===== src/rtl/apb_pkg.sv =====
// Shared types and helpers for the APB register-file slave.
package apb_pkg;

    typedef enum logic [1:0] {
        IDLE = 2'd0,
        WAIT = 2'd1,
        DONE = 2'd2
    } apb_state_e;

    localparam int BYTE_W = 8;

    function automatic int clog2(input int value);
        int r;
        r = 0;
        for (int i = 0; i < 31; i++) begin
            if ((1 << i) < value) r = i + 1;
        end
        return r;
    endfunction

endpackage


===== src/rtl/apb_wait_ctr.sv =====
// Wait-state counter: load, clear, or decrement toward zero; flags zero and last.
module apb_wait_ctr #(
    parameter int WAIT_W = 4
) (
    input  logic              clk,
    input  logic              rst_n,
    input  logic              i_clr,
    input  logic              i_load,
    input  logic [WAIT_W-1:0] i_load_val,
    input  logic              i_dec,
    output logic              o_zero,
    output logic              o_last
);

    logic [WAIT_W-1:0] r_count;

    // NOTE: sequential state uses <= so every flop samples pre-edge values.
    always_ff @(posedge clk or negedge rst_n) begin
        if (!rst_n) begin
            r_count <= '0;
        end else if (i_clr) begin
            r_count <= '0;
        end else if (i_load) begin
            r_count <= i_load_val;
        end else if (i_dec && (r_count != '0)) begin
            r_count <= r_count - WAIT_W'(1);
        end
    end

    assign o_zero = (r_count == '0);
    assign o_last = (r_count == WAIT_W'(1));

endmodule


===== src/rtl/apb_regfile_slave.sv =====
// APB slave with a DEPTH x DATA_W register file, programmable wait states,
// byte strobes and PSLVERR on misaligned or out-of-range accesses.
module apb_regfile_slave
    import apb_pkg::*;
#(
    parameter int ADDR_W = 32,
    parameter int DATA_W = 32,
    parameter int DEPTH  = 16,
    parameter int WAIT_W = 4
) (
    input  logic                     PCLK,
    input  logic                     PRESETn,
    input  logic                     PSEL,
    input  logic                     PENABLE,
    input  logic                     PWRITE,
    input  logic [ADDR_W-1:0]        PADDR,
    input  logic [DATA_W-1:0]        PWDATA,
    input  logic [DATA_W/BYTE_W-1:0] PSTRB,
    output logic [DATA_W-1:0]        PRDATA,
    output logic                     PREADY,
    output logic                     PSLVERR,
    input  logic [WAIT_W-1:0]        wait_cycles
);

    localparam int STRB_W = DATA_W / BYTE_W;
    localparam int A_W    = clog2(STRB_W);
    localparam int IDX_W  = clog2(DEPTH);
    localparam logic [ADDR_W-1:0] ALIGN_MASK = ADDR_W'(STRB_W - 1);

    apb_state_e r_state, w_next_state;

    logic [ADDR_W-1:0] r_addr;
    logic              r_write;
    logic              r_pready;
    logic              r_pslverr;
    logic [DATA_W-1:0] r_prdata;
    logic [DATA_W-1:0] r_mem [DEPTH];

    logic              w_load, w_dec, w_clr, w_fire, w_commit;
    logic              w_ctr_zero, w_ctr_last;
    logic [ADDR_W-1:0] w_addr;
    logic              w_wr;
    logic              w_err;
    logic [IDX_W-1:0]  w_idx;

    apb_wait_ctr #(.WAIT_W(WAIT_W)) u_wait_ctr (
        .clk        (PCLK),
        .rst_n      (PRESETn),
        .i_clr      (w_clr),
        .i_load     (w_load),
        .i_load_val (wait_cycles),
        .i_dec      (w_dec),
        .o_zero     (w_ctr_zero),
        .o_last     (w_ctr_last)
    );

    // In IDLE the live bus is decoded so a zero-wait access can complete at the setup edge.
    assign w_addr = (r_state == IDLE) ? PADDR  : r_addr;
    assign w_wr   = (r_state == IDLE) ? PWRITE : r_write;
    assign w_idx  = w_addr[IDX_W+A_W-1:A_W];
    assign w_err  = (|(w_addr & ALIGN_MASK)) || ((w_addr >> (IDX_W + A_W)) != '0);

    always_ff @(posedge PCLK or negedge PRESETn) begin
        if (!PRESETn) r_state <= IDLE;
        else          r_state <= w_next_state;
    end

    // NOTE: every always_comb output gets a default first so no latch is inferred.
    always_comb begin
        w_next_state = r_state;
        w_load       = 1'b0;
        w_dec        = 1'b0;
        w_clr        = 1'b0;
        w_fire       = 1'b0;
        w_commit     = 1'b0;
        unique case (r_state)
            IDLE: begin
                if (PSEL && !PENABLE) begin
                    w_load = 1'b1;
                    if (wait_cycles == '0) begin
                        w_fire       = 1'b1;
                        w_next_state = DONE;
                    end else begin
                        w_next_state = WAIT;
                    end
                end
            end
            WAIT: begin
                if (!PSEL) begin
                    w_clr        = 1'b1;
                    w_next_state = IDLE;
                end else begin
                    w_dec = 1'b1;
                    if (w_ctr_last || w_ctr_zero) begin
                        w_fire       = 1'b1;
                        w_next_state = DONE;
                    end
                end
            end
            DONE: begin
                w_next_state = IDLE;
                w_commit     = PSEL && PENABLE && PWRITE && r_pready && !r_pslverr;
            end
            default: w_next_state = IDLE;
        endcase
    end

    always_ff @(posedge PCLK or negedge PRESETn) begin
        if (!PRESETn) begin
            r_addr    <= '0;
            r_write   <= 1'b0;
            r_pready  <= 1'b0;
            r_pslverr <= 1'b0;
            r_prdata  <= '0;
        end else begin
            if (w_load) begin
                r_addr  <= PADDR;
                r_write <= PWRITE;
            end
            r_pready  <= w_fire;
            r_pslverr <= w_fire && w_err;
            r_prdata  <= (w_fire && !w_wr && !w_err) ? r_mem[w_idx] : '0;
        end
    end

    // NOTE: the register file is reset because software expects all registers to read 0.
    always_ff @(posedge PCLK or negedge PRESETn) begin
        if (!PRESETn) begin
            for (int i = 0; i < DEPTH; i++) r_mem[i] <= '0;
        end else if (w_commit) begin
            for (int b = 0; b < STRB_W; b++) begin
                if (PSTRB[b]) r_mem[w_idx][b*BYTE_W +: BYTE_W] <= PWDATA[b*BYTE_W +: BYTE_W];
            end
        end
    end

    assign PREADY  = r_pready;
    assign PSLVERR = r_pslverr;
    assign PRDATA  = r_prdata;

endmodule


===== config.mk =====
export PLATFORM = sky130hd
export DESIGN_NAME = apb_regfile_slave
export DESIGN_NICKNAME = d
export VERILOG_FILES = /design/src/rtl/apb_pkg.sv /design/src/rtl/apb_wait_ctr.sv /design/src/rtl/apb_regfile_slave.sv
export SDC_FILE = /design/constraint.sdc
export NUM_CORES = 1
export LEC_CHECK = 0
export CAP_MARGIN = 30
export CELL_PAD_IN_SITES_DETAIL_PLACEMENT = 0
export CELL_PAD_IN_SITES_GLOBAL_PLACEMENT = 1
export CORE_UTILIZATION = 51
export DETAILED_ROUTE_END_ITERATION = 10
export PLACE_DENSITY = 0.78
export REMOVE_ABC_BUFFERS = 1
export SYNTH_ARGS = -nofsm -noshare
export SYNTH_HDL_FRONTEND = slang
export SYNTH_SLANG_ARGS = --single-unit

===== constraint.sdc =====
create_clock -name PCLK -period 2.5 [get_ports PCLK]
set_input_delay 0.75 -clock PCLK [delete_from_list [all_inputs] [get_ports PCLK]]
set_output_delay 0.75 -clock PCLK [all_outputs]
set_load 0.01 [all_outputs]

# Word level (Yosys, flattened, before mapping)
# Cells that the tools add are included.
dict set report totals {
  out_inout_bits 34
  regBits 585
  in_bits 77
}
dict set report op_classes {
  n_lt_le_gt_ge 2
  n_mux 45
  n_eq_ne 5
  n_reduce_logical 24
  bitwise 1
  n_addsub 1
}
# op n
set op_table {}
lappend op_table {{$mux W512} 7}
lappend op_table {{$bwmux W512} 4}
lappend op_table {{$demux W32 S4} 4}
lappend op_table {{$mux W32} 5}
lappend op_table {{$bmux W32 S4} 1}
lappend op_table {{$reduce_bool A32 Y1} 1}
lappend op_table {{$mux W24} 1}
lappend op_table {{$mux W16} 1}
lappend op_table {{$mux W1} 12}
lappend op_table {{$mux W4} 3}
lappend op_table {{$logic_and A1 B1 Y1} 10}
lappend op_table {{$logic_not A4 Y1} 2}
lappend op_table {{$mux W2} 4}
lappend op_table {{$mux W8} 1}
lappend op_table {{$ge A5 B5 Y1 const B} 1}
lappend op_table {{$lt A5 B1 Y1 const B} 1}
lappend op_table {{$not A4 Y5} 1}
lappend op_table {{$eq A4 B1 Y1 const B} 1}
lappend op_table {{$logic_not A1 Y1} 4}
lappend op_table {{$pmux W2 S2} 1}
lappend op_table {{$reduce_bool A4 Y1} 1}
lappend op_table {{$sub A4 B1 Y4 const B} 1}
lappend op_table {{$ne A3 B3 Y1 const B} 1}
lappend op_table {{$reduce_bool A3 Y1} 1}
lappend op_table {{8 further kinds} 9}

# Longest topological paths before layout
dict set report depth {
  ltp_word 18
  ltp_mapped 11
  ltp_nobuf 7
}

# Hierarchy
# From an unflattened synthesis, not the netlist that was laid out.
dict set report unflattened {
  hier_cells 1878
  area_unflattened_um2 25582.0
}
# mod n_inst cells_each area_each_um2
set modules_own_cells {}
lappend modules_own_cells {apb_regfile_slave 1 1845 25269.2}
lappend modules_own_cells {apb_wait_ctr 1 33 312.8}

# Worst setup path after synthesis
# Ideal clock, no wire load.
dict set report synth_path {
  path_kind {input port to flip-flop}
  start {input port PWRITE}
  end {register r_mem[256] (netlist name)}
  arrival_ns 2.408
  n_path_buf 1
  setup_slack_ns -0.033
  cell_stages 7
  required_ns 2.375
  cell_sequence {nand4_1 or2_2 nor3b_4 nand2_2 buf_6 nor2_2 mux2_2}
}
dict set report synth_via {
  elab_chain_cells 4
}
# element line_no
set synth_lines {}
lappend synth_lines {{start, declared} apb_regfile_slave.sv:15} ;# input logic PWRITE,
lappend synth_lines {{$logic_and A1 B1 Y1 (3 in a row)} apb_regfile_slave.sv:102} ;# w_commit = PSEL && PENABLE && PWRITE && r_pready && !r_pslverr;
lappend synth_lines {{$mux W1} apb_regfile_slave.sv:76} ;# unique case (r_state)
lappend synth_lines {{end signal, assigned by index} apb_regfile_slave.sv:132} ;# if (PSTRB[b]) r_mem[w_idx][b*BYTE_W +: BYTE_W] <= PWDATA[b*BYTE_W +: BYTE_W];
lappend synth_lines {{end, declared} apb_regfile_slave.sv:37} ;# logic [DATA_W-1:0] r_mem [DEPTH];
# Every way passes these cells.
# A chain may end at the register's enable or synchronous reset.

# Worst setup path in the final report
dict set report layout_path {
  start {input port PADDR[3]}
  end {register r_prdata[10], in the netlist PRDATA[10]}
}
dict set report layout_via {
  elab_chain_cells 6
}
# element line_no
set layout_lines {}
lappend layout_lines {{start, declared} apb_regfile_slave.sv:16} ;# input logic [ADDR_W-1:0] PADDR,
lappend layout_lines {{$mux W32} apb_regfile_slave.sv:58} ;# assign w_addr = (r_state == IDLE) ? PADDR : r_addr;
lappend layout_lines {{$not A4 Y5 (implied by the code)} apb_regfile_slave.sv:122} ;# r_prdata <= (w_fire && !w_wr && !w_err) ? r_mem[w_idx] : '0;
lappend layout_lines {{$bmux W32 S4} apb_regfile_slave.sv:122}
lappend layout_lines {{$mux W32 (implied by the code) (2 in a row)} apb_regfile_slave.sv:122}
lappend layout_lines {{$mux W32} apb_regfile_slave.sv:122}
lappend layout_lines {{end signal, assigned} apb_regfile_slave.sv:122}
lappend layout_lines {{end, declared} apb_regfile_slave.sv:36} ;# logic [DATA_W-1:0] r_prdata;
# Every way passes these cells. The select of a mux whose other input is x is not followed.

==> impl_results.md <==
- Max-Cap Viols: 0
- Startpoint Class: primary input
- Area after DPL: between 20000 and 30000 sq um
- Setup_tns: 0 ps
- Initial antenna violation count: 2
- Largest net degree at the start of global routing: 80
- Wire length per cell: around 23 um
- Core area: slightly below 50000 sq um
- RD Place Congestion: just under 0.8
- Area Growth Syn to Fin: 24.9%
- Vias in the first global route: between 15000 and 20000
- Clock power frac: slightly below 40%
- Pwr Density: 745 nW/um^2
- CTS Buffer Depth: 3
- Setup-failing EPs final: 0
- Post-route DRC: 0
- Worst R2R Start: r_state[0]$_DFFE_PN0P_
- DPL Wire Length: roughly 43000 um
- Nets@finish: about 2200
- Max FO, Critical Path: 44
- Slew Limit Fails: 0
- DRT Pass-1 Iters: 5
- PortBufs: 110
- Row cnt: 81
- Switching part of the total: 27.5%
- Logic pwr share: around a fifth
- Fin crit share: a little over nine tenths
- Total congestion overflow: 0
- Required time of the critical path: ~3000 ps
- Hold Vio Cnt, Final: 0
- CTS clk-pin slew, worst paths: 60 ps
- Post-synth EDFFs: 0
- Cell area after synthesis: around 25000 sq um
- Height of the die: 225 um
- Root Driver: clkbuf_16
- Primary FF master, synth: dfrtp_1
- Seq pwr share: between 40% and 50%
- Most frequent cell after synthesis: dfrtp_1
- Kind of critical path: in2reg
- Synth top area cells: dfrtp_1 58%, mux2_2 24%, o22ai_1 6.1%
- Power Internal: between 15 and 20 mW
- Syn_area_per_cell: 13.5 sq um
- Setup crit end kind: register
- Final WS setup: ~50 ps
- Synth top area share: slightly below 60%
- FMAX: 408 MHz
- Final ANT Viol Nets: 0
- Share of cells above drive strength 1: between 40% and 50%
- Seq/Total Area, Yosys: between 50% and 60%
- Seq cells post-synth: 585
- Final Power: 23.5 mW
- H-tree levels: 2
- Total number of vias: 17060
- Async set-reset flop share out of synthesis: 100%
- Largest area contributor in the netlist: dfrtp_1
- Design Area, Final: 31600 sq um
- Final WL: roughly 66000 um
- Maximum vdd drop: ~0.52 mV
- Status: finished clean
- Die area: 50500 sq um
- Mapped Cells: ~1900
- Initial Util: roughly half
- Worst reg2reg setup slack: 80 ps
- Post-place setup slack: -602 ps
- Ant. Diodes: 0
- Leak: ~15 nW
- Crit path time final: between 2000 and 2500 ps
- Final cell count without fillers: about 2800
- Critical Path Sink: PRDATA[10]$_DFF_PN0_
- Total Routing Usage GR: a little over a quarter
- Die Span X: 225 um
- Worst rel slew slack: a little under three fifths
- # IOs: roughly 110
- R2R cell count: 9
- Global-route wire length before repair: approximately 100000 um
- Hold WC Path Type: in2async
- DR vias/cell: roughly 6
- Sw Pwr: ~6.5 mW
- Number of clock sinks: 585
- WHS: 67.5 ps
- Commonest cells in the synthesized netlist: 585 x dfrtp_1, 535 x mux2_2, 248 x o22ai_1, 128 x o21ai_0, 75 x clkbuf_1
- Worst Setup SP: PADDR[3]
- Yosys cell types: 47
- Layout Skew: approximately 22 ps
- Worst flop-to-flop path endpoint: PRDATA[10]$_DFF_PN0_
- Initial DRC Count: ~1400
- Arr. time, crit path: 2950 ps
- Layout Utilization: 64.5%
- Clock latency at the later pin of the worst-skew pair: 620 ps
- Num CTS Buffers: 59
- Placed cells: about 2700
- Synth Warn #: 0
- CTS tree: yes
- Worst-Margin Slew: between 600 and 700 ps
[routing by layer]
| metal | global-route usage [%] | part of all wire, % | vias to the layer above |
|---|---|---|---|
| met4 | 8.08 | 2.7 | 2 |
| li1 | - | - | 7538 |
| met3 | 4.83 | 5.0 | 108 |
| met5 | 0 | 0.020 | - |
| met1 | 37.6 | 45 | 8939 |
| met2 | 42.0 | 47 | 473 |
[how the worst min path moves through the flow]
stage | start | end | slack [ps] | depth (start not counted)
after floorplan | PRESETn | PRDATA[0]$_DFF_PN0_ | 450 | 0
after global placement | r_mem[449]$_DFFE_PN0P_ | r_mem[449]$_DFFE_PN0P_ | 470 | 1
after detailed placement | r_mem[449]$_DFFE_PN0P_ | r_mem[449]$_DFFE_PN0P_ | 480 | 1
after CTS | PRESETn | r_mem[109]$_DFFE_PN0P_ | 60 | 1
after global routing | PRESETn | r_mem[42]$_DFFE_PN0P_ | 60 | 1
final | PRESETn | r_mem[42]$_DFFE_PN0P_ | 70 | 1
[kinds of logic after synthesis]
kind of cell | synth area share, %
AO/OA/AOI/OAI | 9.76
adder cells (fa/ha/maj) | 0.148
buffers and inverters | 2.08
flip-flops | 57.9
multiplexers | 24.3
AND/OR/NAND/NOR | 5.80
[power groups by stage]
stage	Clock (mW)	Combinational [mW]	Sequential [mW]
2_1_floorplan	0	2.30	10.0
3_3_place_gp	0	4.47	10.0
3_5_place_dp	0	4.52	10.0
4_1_cts	9.24	4.55	9.88
5_1_grt	9.62	4.92	9.91
6_report	9.08	4.58	9.88
[cell type report]
class / instances / area [sq um]
repair buffers: 321 / 3900
well taps: 664 / 831
clock buffers: 91 / 1770
inverters: 3 / 11.3
clock inverters: 17 / 238
flip-flops and latches: 585 / 14600
fillers: 3638 / 17400
multi-input cells: 1165 / 10200
[registers in the layout, indices dropped and copies added, names as in the netlist]
signal / cells
PRDATA: 32
PSLVERR: 1
r_write: 1
r_addr: 32
r_mem: 512
r_state: 2
PREADY: 1
u_wait_ctr.r_count: 4
[cells in the final DEF, fill, tap and decap left out, drive strengths merged, types with 4 or more instances in the layout]
cell           Yosys  layout
a22oi             10      10
dfrtp            585     585
mux2             545     545
clkdlybuf4s50      0     109
nor3b              4       4
a21oi              5       5
nand4             34      34
nand3              4       4
or2                6       6
nand2b             4       4
o21ai            131     131
nand3b             5       5
bufinv             0       6
o22ai            248     248
clkbuf            75      91
nor4              15      15
nand2             29      29
clkinv             0      10
buf               44     212
nor2              99      99
[repair_timing]
action                                 4_1_cts  5_1_grt
endpoints found under the hold margin        0        0
setup endpoints to repair                    0       79
hold buffers                                 0        0
gates resized for setup                      0       10
buffers inserted                             0        3
[critical path: stages]
cell and delay, ps:
clkdlybuf4s50_1 530, or4b_1 550, o21a_4 210, buf_12 200, buf_4 170, o22ai_1 170
o21ai_0 120, nand4_1 140, nor2_1 50
Power figures use the tool's default switching activity.
